==> src/rtl/bootstrap_pkg.sv <==
// Shared types and sizing helpers for the bootstrap reset sequencer.
package bootstrap_pkg;

    typedef enum logic [2:0] {
        DELAY,
        WAIT_RDY,
        DONE,
        ERROR,
        HOLD_ALL
    } seq_state_e;

    function automatic int max(input int a, input int b);
        return (a > b) ? a : b;
    endfunction

endpackage

==> src/rtl/bootstrap_sync_bit.sv <==
// Single-bit multi-flop synchronizer with asynchronous active-low clear.
module bootstrap_sync_bit #(
    parameter int SYNC_STAGES = 2
) (
    input  logic HCLK,
    input  logic async_resetn,
    input  logic d,
    output logic q
);

    logic [SYNC_STAGES-1:0] chain;

    always_ff @(posedge HCLK or negedge async_resetn) begin
        if (!async_resetn) chain <= '0;
        else               chain <= {chain[SYNC_STAGES-2:0], d};
    end

    assign q = chain[SYNC_STAGES-1];

endmodule

==> src/rtl/bootstrap_reset_sequencer.sv <==
// Releases per-domain resets in order, each after a settle delay and only once
// the previous domain reports ready; flags the first domain that never does.
module bootstrap_reset_sequencer
    import bootstrap_pkg::*;
#(
    parameter int NUM_STAGES  = 4,
    parameter int STAGE_DELAY = 16,
    parameter int SYNC_STAGES = 2,
    parameter int ACK_TIMEOUT = 4096
) (
    input  logic                  HCLK,
    input  logic                  async_resetn,
    input  logic [NUM_STAGES-1:0] STAGE_READY,
    input  logic                  SOFT_SEQ_REQ,
    output logic [NUM_STAGES-1:0] STAGE_RESETN,
    output logic                  BOOT_DONE,
    output logic                  TIMEOUT_ERR,
    output logic [2:0]            FAIL_STAGE
);

    localparam int             CW       = $clog2(max(STAGE_DELAY, ACK_TIMEOUT)) + 1;
    localparam logic [CW-1:0]  DLY_LAST = CW'(STAGE_DELAY - 1);
    localparam logic [CW-1:0]  TO_LAST  = CW'(ACK_TIMEOUT - 1);
    localparam logic [2:0]     LAST_IDX = 3'(NUM_STAGES - 1);

    logic [NUM_STAGES-1:0] rdy_sync;
    logic [NUM_STAGES-1:0] sel;
    logic                  rdy_cur;

    seq_state_e            state_q, state_d;
    logic [CW-1:0]         cnt_q, cnt_d;
    logic [2:0]            idx_q, idx_d;
    logic [NUM_STAGES-1:0] rstn_q, rstn_d;
    logic                  done_q, done_d;
    logic                  err_q, err_d;
    logic [2:0]            fail_q, fail_d;

    for (genvar g = 0; g < NUM_STAGES; g++) begin : g_sync
        bootstrap_sync_bit #(.SYNC_STAGES(SYNC_STAGES)) u_sync (
            .HCLK         (HCLK),
            .async_resetn (async_resetn),
            .d            (STAGE_READY[g]),
            .q            (rdy_sync[g])
        );
    end

    // One-hot of the current stage; ready bits of other stages are ignored.
    always_comb begin
        sel = '0;
        for (int i = 0; i < NUM_STAGES; i++)
            if (idx_q == 3'(i)) sel[i] = 1'b1;
    end

    assign rdy_cur = |(rdy_sync & sel);

    always_ff @(posedge HCLK or negedge async_resetn) begin
        if (!async_resetn) begin
            state_q <= DELAY;
            cnt_q   <= '0;
            idx_q   <= '0;
            rstn_q  <= '0;
            done_q  <= 1'b0;
            err_q   <= 1'b0;
            fail_q  <= '0;
        end else begin
            state_q <= state_d;
            cnt_q   <= cnt_d;
            idx_q   <= idx_d;
            rstn_q  <= rstn_d;
            done_q  <= done_d;
            err_q   <= err_d;
            fail_q  <= fail_d;
        end
    end

    always_comb begin
        state_d = state_q;
        cnt_d   = cnt_q;
        idx_d   = idx_q;
        rstn_d  = rstn_q;
        done_d  = done_q;
        err_d   = err_q;
        fail_d  = fail_q;
        if (SOFT_SEQ_REQ) begin
            state_d = HOLD_ALL;
            cnt_d   = '0;
            idx_d   = '0;
            rstn_d  = '0;
            done_d  = 1'b0;
            err_d   = 1'b0;
            fail_d  = '0;
        end else begin
            case (state_q)
                DELAY: begin
                    if (cnt_q == DLY_LAST) begin
                        rstn_d  = rstn_q | sel;
                        cnt_d   = '0;
                        state_d = WAIT_RDY;
                    end else begin
                        cnt_d = cnt_q + 1'b1;
                    end
                end
                WAIT_RDY: begin
                    // Ready is checked first so it wins on the timeout cycle.
                    if (rdy_cur) begin
                        if (idx_q == LAST_IDX) begin
                            done_d  = 1'b1;
                            state_d = DONE;
                        end else begin
                            idx_d   = idx_q + 3'd1;
                            cnt_d   = '0;
                            state_d = DELAY;
                        end
                    end else if (cnt_q == TO_LAST) begin
                        err_d   = 1'b1;
                        fail_d  = idx_q;
                        state_d = ERROR;
                    end else begin
                        cnt_d = cnt_q + 1'b1;
                    end
                end
                HOLD_ALL: begin
                    if (cnt_q == DLY_LAST) begin
                        cnt_d   = '0;
                        state_d = DELAY;
                    end else begin
                        cnt_d = cnt_q + 1'b1;
                    end
                end
                DONE, ERROR: ;
                default: state_d = DELAY;
            endcase
        end
    end

    assign STAGE_RESETN = rstn_q;
    assign BOOT_DONE    = done_q;
    assign TIMEOUT_ERR  = err_q;
    assign FAIL_STAGE   = fail_q;

endmodule
==> config.mk <==
export PLATFORM = sky130hd
export DESIGN_NAME = bootstrap_reset_sequencer
export DESIGN_NICKNAME = d
export VERILOG_FILES = /design/src/rtl/bootstrap_pkg.sv /design/src/rtl/bootstrap_sync_bit.sv /design/src/rtl/bootstrap_reset_sequencer.sv
export SDC_FILE = /design/constraint.sdc
export NUM_CORES = 1
export LEC_CHECK = 0
export ABC_AREA = 0
export BUFFER_PORTS_ARGS = -buffer_cell sky130_fd_sc_hd__buf_2
export CELL_PAD_IN_SITES_DETAIL_PLACEMENT = 1
export CELL_PAD_IN_SITES_GLOBAL_PLACEMENT = 2
export CORE_MARGIN = 2
export CORE_UTILIZATION = 38
export DETAILED_ROUTE_END_ITERATION = 8
export PLACE_DENSITY = 0.89
export SETUP_SLACK_MARGIN = 0.2
export SYNTH_ARGS = -nofsm -noshare
export SYNTH_HDL_FRONTEND = slang
export SYNTH_SLANG_ARGS = --single-unit
==> constraint.sdc <==
create_clock -name HCLK -period 3.1 [get_ports HCLK]
set_clock_uncertainty 0.1 [all_clocks]
set_input_delay 0.155 -clock HCLK [delete_from_list [all_inputs] [get_ports HCLK]]
set_output_delay 0.155 -clock HCLK [all_outputs]
set_load 0.005 [all_outputs]
==> impl_metrics.yaml, run 1 <==
timing:
  finalHoldWorstSlack_ns: 0.1488
  rsz0062_at_grt: "false"
  slew_headroom_pct: 46.71
  worst_pin_slew_ns: 0.7994
  fmax_mhz: 372.9
  fin_crit_sh_pct: 86.49
  hold_viol: 0
  report.final.slew_viol_count: 0
  fin_tns_setup_ns: 0
  setup_viol: 0
  layout_min_cycle_time_ns: 2.681
worst_setup_path:
  rr_worst_depth: 7
  cp-start-kind: "flip-flop"
  critical_path.cell_chain: "inv_1 -> ha_1 -> a222oi_1 -> o311a_1 -> o31a_1 -> nor2_1 -> mux2_2"
  cp_top_family: "compound AO/OA/AOI/OAI gates"
  cp_slowest_cell: "a222oi_1"
  path_class: "flip-flop to flip-flop"
  worstPathArrival_ns: 2.76
  critPathCaptureType: "flip-flop"
  max_stage_delay_ns: 0.56
  path_depth: 7
  crit_fanout: 11
  critical_path_required_ns: 3.18
  path_buf_inv: 1
route:
  firstDrtPassIters: 6
  drt_wl_total_um: 3935
  drc: 0
  viasPerCell: 5.625
  drtIter0Drc: 50
  ant_nets: 0
  wl_per_cell_um: 16.40
  vias: 1350
synthesis:
  synth_edf_count: 0
  synth-compound-area-share_pct: 18.16
  synth_top_area_share_pct: 51.69
  yosys.area_share.adder_pct: 4.307
  yosysTopAreaCell: "dfrtp_1"
  ys.flop_type: "dfrtp_1"
  syn_area_um2: 1743
  synthSimpleGateAreaFrac_pct: 19.02
  synth_nets: 177
  seq_area_frac_synth_pct: 51.69
  synth_xor_area_share_pct: 0.5025
  synthTopCellsByArea: "dfrtp_1 (52%), a22o_1 (4.5%), ha_1 (4.3%), o22ai_1 (3.6%), nor2_1 (3.4%)"
  synthCells: 164
  avgSynthCellArea_um2: 10.63
  synthArstFlopShare_pct: 100.0
  synth_top_family_by_area: "simple AND/OR/NAND/NOR gates"
  synth.area.mux_share_pct: 2.943
  ys_ff_latch: 36
  synth_warnings: 0
  yosysUniqueCellTypes: 43
clocking:
  htree_num_levels: 2
  cts_root_buf: "clkbuf_8"
  post_cts_resized: 0
  cts_tree: "built"
  clk_pin_slew_ns: 0.08
  clkSinkCount: 36
  cts_buffers: 5
  clk_latency_ns: 0.29
  clk_path_buf_depth: 2
run:
  drv_cap: 0
status:
  outcome: "finished clean"
place:
  io_buffer_count: 15
  dp.final_hpwl_um: 2794
  gp_congestion: 0.8119
floorplanning:
  die-area_um2: 5144
  die_width_um: 71.73
  die_h_um: 71.73
  row_count: 24
  io-pin-count: 16
  fp.coreArea_um2: 4384
  initial_core_util_pct: 39.75
pwr:
  leakage_nw: 0.9472
  p_clk_share_pct: 37.3
  combPwrFrac_pct: 7.6
  power.density_nw_per_um2: 445.5
  switching_power_w: 0.0002268
  intPower_w: 0.0006662
  power_frac_seq_pct: 55.1
  peakVddDrop_v: 0.0002342
  swShare_pct: 25.40
global_route:
  antenna_found_initial: 0
  grt_pass1_wl_um: 6817
  grt_max_degree: 37
  grt_overflow: 0
  grt_pass1_vias: 1424
  grtUsageTotal_pct: 17.08
cells_and_area:
  diodes: 0
  synthToLayoutAreaGrowth_pct: 15.00
  nNetsFinal: 200
  layout-drive-gt1-share_pct: 16.49
  fin_util_pct: 45.72
  layout_common_cells: "dfrtp_1 (36), nor2_1 (16), buf_2 (15)"
  final_common_cell: "dfrtp_1"
  fill_cells: 501
worst_hold_path:
  hp-class: "input pin to flip-flop"
  hold_depth: 2
-- state kept, by name (all words and copies together), names as in the netlist --
| name | count |
|---|---|
| cnt_q | 13 |
| g_sync.u_sync.chain | 8 |
| STAGE_RESETN | 4 |
| FAIL_STAGE | 3 |
| idx_q | 3 |
| state_q | 3 |
| BOOT_DONE | 1 |
| TIMEOUT_ERR | 1 |
-- layer usage --
metal,GRT usage [%],share of wire (%),vias to the layer above
met1,22.56,48,672
met3,4.219,2.5,4
met5,0,0,-
li1,-,-,654
met2,28.19,49,20
met4,4.403,0.84,0
-- worst paths after layout --
kind,from,end,slack [ns]
max in group asynchronous,async_resetn,g_sync[3].u_sync.chain[1]$_DFF_PN0_,2.01
min,SOFT_SEQ_REQ,FAIL_STAGE[1]$_DFFE_PN0P_,0.15
max reg2reg,idx_q[0]$_DFFE_PN0P_,cnt_q[0]$_DFFE_PN0P_,0.42
min in group asynchronous,async_resetn,cnt_q[8]$_DFFE_PN0P_,0.39
max,idx_q[0]$_DFFE_PN0P_,cnt_q[0]$_DFFE_PN0P_,0.42
min reg2reg,g_sync[3].u_sync.chain[0]$_DFF_PN0_,g_sync[3].u_sync.chain[1]$_DFF_PN0_,0.25
-- cell usage after synthesis (2+ instances only) --
master / n
buf_2: 2
o21ai_1: 2
a21o_1: 2
nor2b_1: 6
a21oi_1: 5
nor3b_1: 2
clkbuf_1: 2
nor3_1: 5
nand2_1: 5
ha_1: 6
and3_1: 8
nand3_1: 5
inv_1: 8
a22o_1: 9
o31a_1: 2
nor2_1: 16
mux2i_1: 4
dfrtp_1: 36
nand4_1: 3
o22ai_1: 10
and4_1: 2
nor4_1: 2
and2_1: 2
-- power by group through the flow --
stage          combinational [W]  clock [W]  sequential [W]
4_1_cts                0.0000695   0.000346        0.000492
3_5_place_dp           0.0000645          0        0.000501
2_1_floorplan          0.0000408          0        0.000498
6_report               0.0000681   0.000333        0.000492
5_1_grt                0.0000768   0.000369        0.000494
3_3_place_gp           0.0000616          0        0.000501
-- repair_timing --
item | 4_1_cts | 5_1_grt
buffers inserted | 0 | 0
hold buffers | 5 | 0
hold endpoints to repair | 40 | 0
-- logic make-up after synthesis --
| group | Yosys count |
|---|---|
| AOI/OAI and AO/OA | 42 |
| xor gates and xnor gates | 1 |
| adders and majority gates | 6 |
| buffers and inverters | 13 |
| DFF | 36 |
| muxes | 5 |
| and+or+nand+nor | 61 |
-- cell type report --
type	instances	area [um^2]	share of cell area (%)
clock inverters	3	23.77	1.186
flip-flops and latches	36	900.9	44.94
repair buffers	21	132.6	6.617
inverters	8	30.03	1.498
clock buffers	5	68.82	3.433
multi-input cells	115	783.3	39.08
well taps	52	65.06	3.246
-- through the flow --
step	setup slack [ns]	power [W]	area, um^2	cells
6_report	0.4187	0.0008930	2004	240
5_1_grt	0.2289	0.0009402	2004	240
4_1_cts	0.4409	0.0009075	2004	240
3_5_place_dp	0.4672	0.0005656	1862	227
3_3_place_gp	0.5822	0.0005623	1862	227
2_1_floorplan	0.9117	0.0005389	1743	164
No activity file was read; power rests on OpenSTA's default activity.
==> inputs of run 2 (changes only) <==
--- a/config.mk
+++ b/config.mk
@@ -5,14 +5,14 @@
 export SDC_FILE = /design/constraint.sdc
 export NUM_CORES = 1
 export LEC_CHECK = 0
-export ABC_AREA = 0
+export ABC_AREA = 1
 export BUFFER_PORTS_ARGS = -buffer_cell sky130_fd_sc_hd__buf_2
 export CELL_PAD_IN_SITES_DETAIL_PLACEMENT = 1
 export CELL_PAD_IN_SITES_GLOBAL_PLACEMENT = 2
 export CORE_MARGIN = 2
-export CORE_UTILIZATION = 38
+export CORE_UTILIZATION = 35
 export DETAILED_ROUTE_END_ITERATION = 8
-export PLACE_DENSITY = 0.89
+export PLACE_DENSITY = 0.9
 export SETUP_SLACK_MARGIN = 0.2
 export SYNTH_ARGS = -nofsm -noshare
 export SYNTH_HDL_FRONTEND = slang
==> run 2 against run 1 <==
Effect of this change:
- non-clock buffer count is 1 lower
- clock power is 2% higher
- critical path depth is 2 higher
- cell area is 12% higher
- routed wire length is 16% higher
- worst hold slack worse by 0.078 ns
- via count is 25% higher
- core utilization is 5.0 points lower
- critical path type unchanged
==> impl_metrics.yaml, run 2 <==
status:
  outcome: "finished clean"
route:
  ant_nets: 0
  drtIter0Drc: 69
  drt_wl_total_um: 4572
  viasPerCell: 4.798
  wl_per_cell_um: 12.99
  vias: 1689
  firstDrtPassIters: 4
  drc: 0
pwr:
  total_power_w: 0.0008645
  p_clk_share_pct: 39.1
  power_frac_seq_pct: 56.1
  power.density_nw_per_um2: 385.1
  intPower_w: 0.0006496
  leakage_nw: 1.170
  peakVddDrop_v: 0.0002647
  combPwrFrac_pct: 4.7
  switching_power_w: 0.0002149
  swShare_pct: 24.86
synthesis:
  yosysTopAreaCell: "dfrtp_1"
  avgSynthCellArea_um2: 7.691
  synth_edf_count: 0
  synthArstFlopShare_pct: 100.0
  seq_area_frac_synth_pct: 45.23
  synth_warnings: 0
  ys_ff_latch: 36
  synth_common_cells: "nand2_1 (88), dfrtp_1 (36), inv_1 (30), nand3_1 (23), nor2_1 (21)"
  synth_most_common_cell: "nand2_1"
  synthCells: 259
  synthTopCellsByArea: "dfrtp_1 (45%), nand2_1 (17%), nand3_1 (5.8%), inv_1 (5.7%), nor2_1 (4.0%)"
  synth_nets: 272
  synth_top_area_share_pct: 45.23
  yosysUniqueCellTypes: 25
  ys.flop_type: "dfrtp_1"
  syn_area_um2: 1992
clocking:
  cts_tree: "built"
  htree_num_levels: 2
  cts_root_buf: "clkbuf_8"
  clkSinkCount: 36
  clk_latency_ns: 0.29
  hold_buffers: 5
  clk_path_buf_depth: 2
  cts_buffers: 5
  clk_pin_slew_ns: 0.08
  post_cts_resized: 0
  cts_setup_buffers: 0
worst_setup_path:
  worstPathArrival_ns: 2.30
  cp_common_cell: "nand2_1"
  cp_slowest_cell: "dfrtp_1"
  critical_path.cell_chain: "ha_1 -> ha_1 -> nand2_1 -> nand2_1 -> nor2_2 -> nand2_1 -> a21boi_0 -> nand2_1 -> nand2_1"
  path_class: "flip-flop to flip-flop"
  max_stage_delay_ns: 0.40
  path_depth: 9
  crit_fanout: 11
  cp-start-kind: "flip-flop"
  cp_top_family: "simple AND/OR/NAND/NOR gates"
  critical_path_required_ns: 3.24
  rr_worst_depth: 9
  critPathCaptureType: "flip-flop"
  path_buf_inv: 0
timing:
  fin_crit_sh_pct: 69.71
  report.final.slew_viol_count: 0
  setup_viol: 0
  fmax_mhz: 462.8
  fin_tns_setup_ns: 0
  slew_headroom_pct: 46.44
  hold_viol: 0
  worst_pin_slew_ns: 0.8034
  layout_min_cycle_time_ns: 2.161
  rsz0062_at_grt: "false"
cells_and_area:
  nNetsFinal: 292
  layout-drive-gt1-share_pct: 12.50
  synthToLayoutAreaGrowth_pct: 12.69
  fill_cells: 698
  multi_input_area_um2: 920.9
  layout_common_cells: "nand2_1 (88), dfrtp_1 (36), inv_1 (30)"
  diodes: 0
  final_common_cell: "nand2_1"
  top_register: "cnt_q"
  largest_reg_flops: 13
  seqCellArea_um2: 900.9
global_route:
  grt_max_degree: 37
  grt_overflow: 0
  grtUsageTotal_pct: 17.01
  grt_pass1_vias: 1798
  grt_pass1_wl_um: 8342
  antenna_found_initial: 0
floorplanning:
  row_count: 27
  io-pin-count: 16
  fp.coreArea_um2: 5507
  die_width_um: 79.44
  die_h_um: 79.44
  die-area_um2: 6311
  initial_core_util_pct: 36.17
run:
  drv_cap: 0
worst_hold_path:
  hp-class: "input pin to flip-flop"
  hold_depth: 2
place:
  gp_congestion: 0.7573
  io_buffer_count: 15
  dp.final_hpwl_um: 3332
-- run 2: cell count changes after synthesis, moves of 4 or more --
cell and delta:
a21oi_1 +9, a22o_1 -9, and3_1 -8, inv_1 +22, mux2i_1 -4, nand2_1 +83, nand3_1 +18, nor2_1 +5
nor2b_1 -6, nor3_1 -4, o21ai_0 +8, o22ai_1 -9, xor2_1 +5
-- run 2: power groups by stage --
| stage | Combinational (W) | Clock [W] | Sequential, W |
|---|---|---|---|
| 5_1_grt | 0.0000485 | 0.000375 | 0.000486 |
| 2_1_floorplan | 0.0000196 | 0 | 0.000493 |
| 3_3_place_gp | 0.0000359 | 0 | 0.000494 |
| 6_report | 0.0000410 | 0.000338 | 0.000485 |
| 4_1_cts | 0.0000422 | 0.000353 | 0.000485 |
| 3_5_place_dp | 0.0000374 | 0 | 0.000494 |
-- run 2: final timing paths --
path                                                      from                             endpoint  slack [ns]
hold / removal                                    SOFT_SEQ_REQ          STAGE_RESETN[0]$_DFFE_PN0P_        0.07
setup / recovery                          idx_q[0]$_DFFE_PN0P_                 cnt_q[1]$_DFFE_PN0P_        0.94
min in group asynchronous                         async_resetn                 cnt_q[5]$_DFFE_PN0P_        0.39
setup reg to reg                          idx_q[0]$_DFFE_PN0P_                 cnt_q[1]$_DFFE_PN0P_        0.94
max in group asynchronous                         async_resetn                cnt_q[11]$_DFFE_PN0P_        2.00
hold reg to reg            g_sync[1].u_sync.chain[0]$_DFF_PN0_  g_sync[1].u_sync.chain[1]$_DFF_PN0_        0.26
-- run 2: cell type report --
type / instances / area share [%]
clock buffer: 5 / 3.066
clock inverter: 3 / 0.8361
inverter: 32 / 5.351
multi-input combinational: 184 / 41.03
sequential: 36 / 40.13
tap: 72 / 4.013
timing repair buffer: 20 / 5.574
-- run 2: kinds of logic (layout without fill, tap and decap cells) --
group	count (synthesis)	count (layout)	synth area share [%]
xor+xnor	6	6	2.638
flops	36	36	45.23
buf+inv	39	60	8.543
compound gates	25	25	6.659
simple gates	147	147	33.17
fa+ha+maj	6	6	3.769
-- run 2: layer usage --
metal | up-vias | track usage [%] | wire [um]
li1 | 852 | - | -
met1 | 814 | 22.94 | 2268
met2 | 18 | 26.81 | 2128
met3 | 5 | 3.733 | 109
met4 | 0 | 6.207 | 66
met5 | - | 0 | 0
-- run 2: per-stage QoR --
stage	utilization (%)	setup slack (ns)	area (um^2)	std cells	hold slack, ns
6_report	40.76	0.9390	2245	352	0.07108
5_1_grt	40.76	0.7027	2245	352	0.08611
4_1_cts	40.76	0.9283	2245	352	0.05978
3_5_place_dp	38.26	0.9457	2107	339	0.1651
3_3_place_gp	38.26	1.022	2107	339	0.1641
2_1_floorplan	-	1.277	1992	259	-0.2406
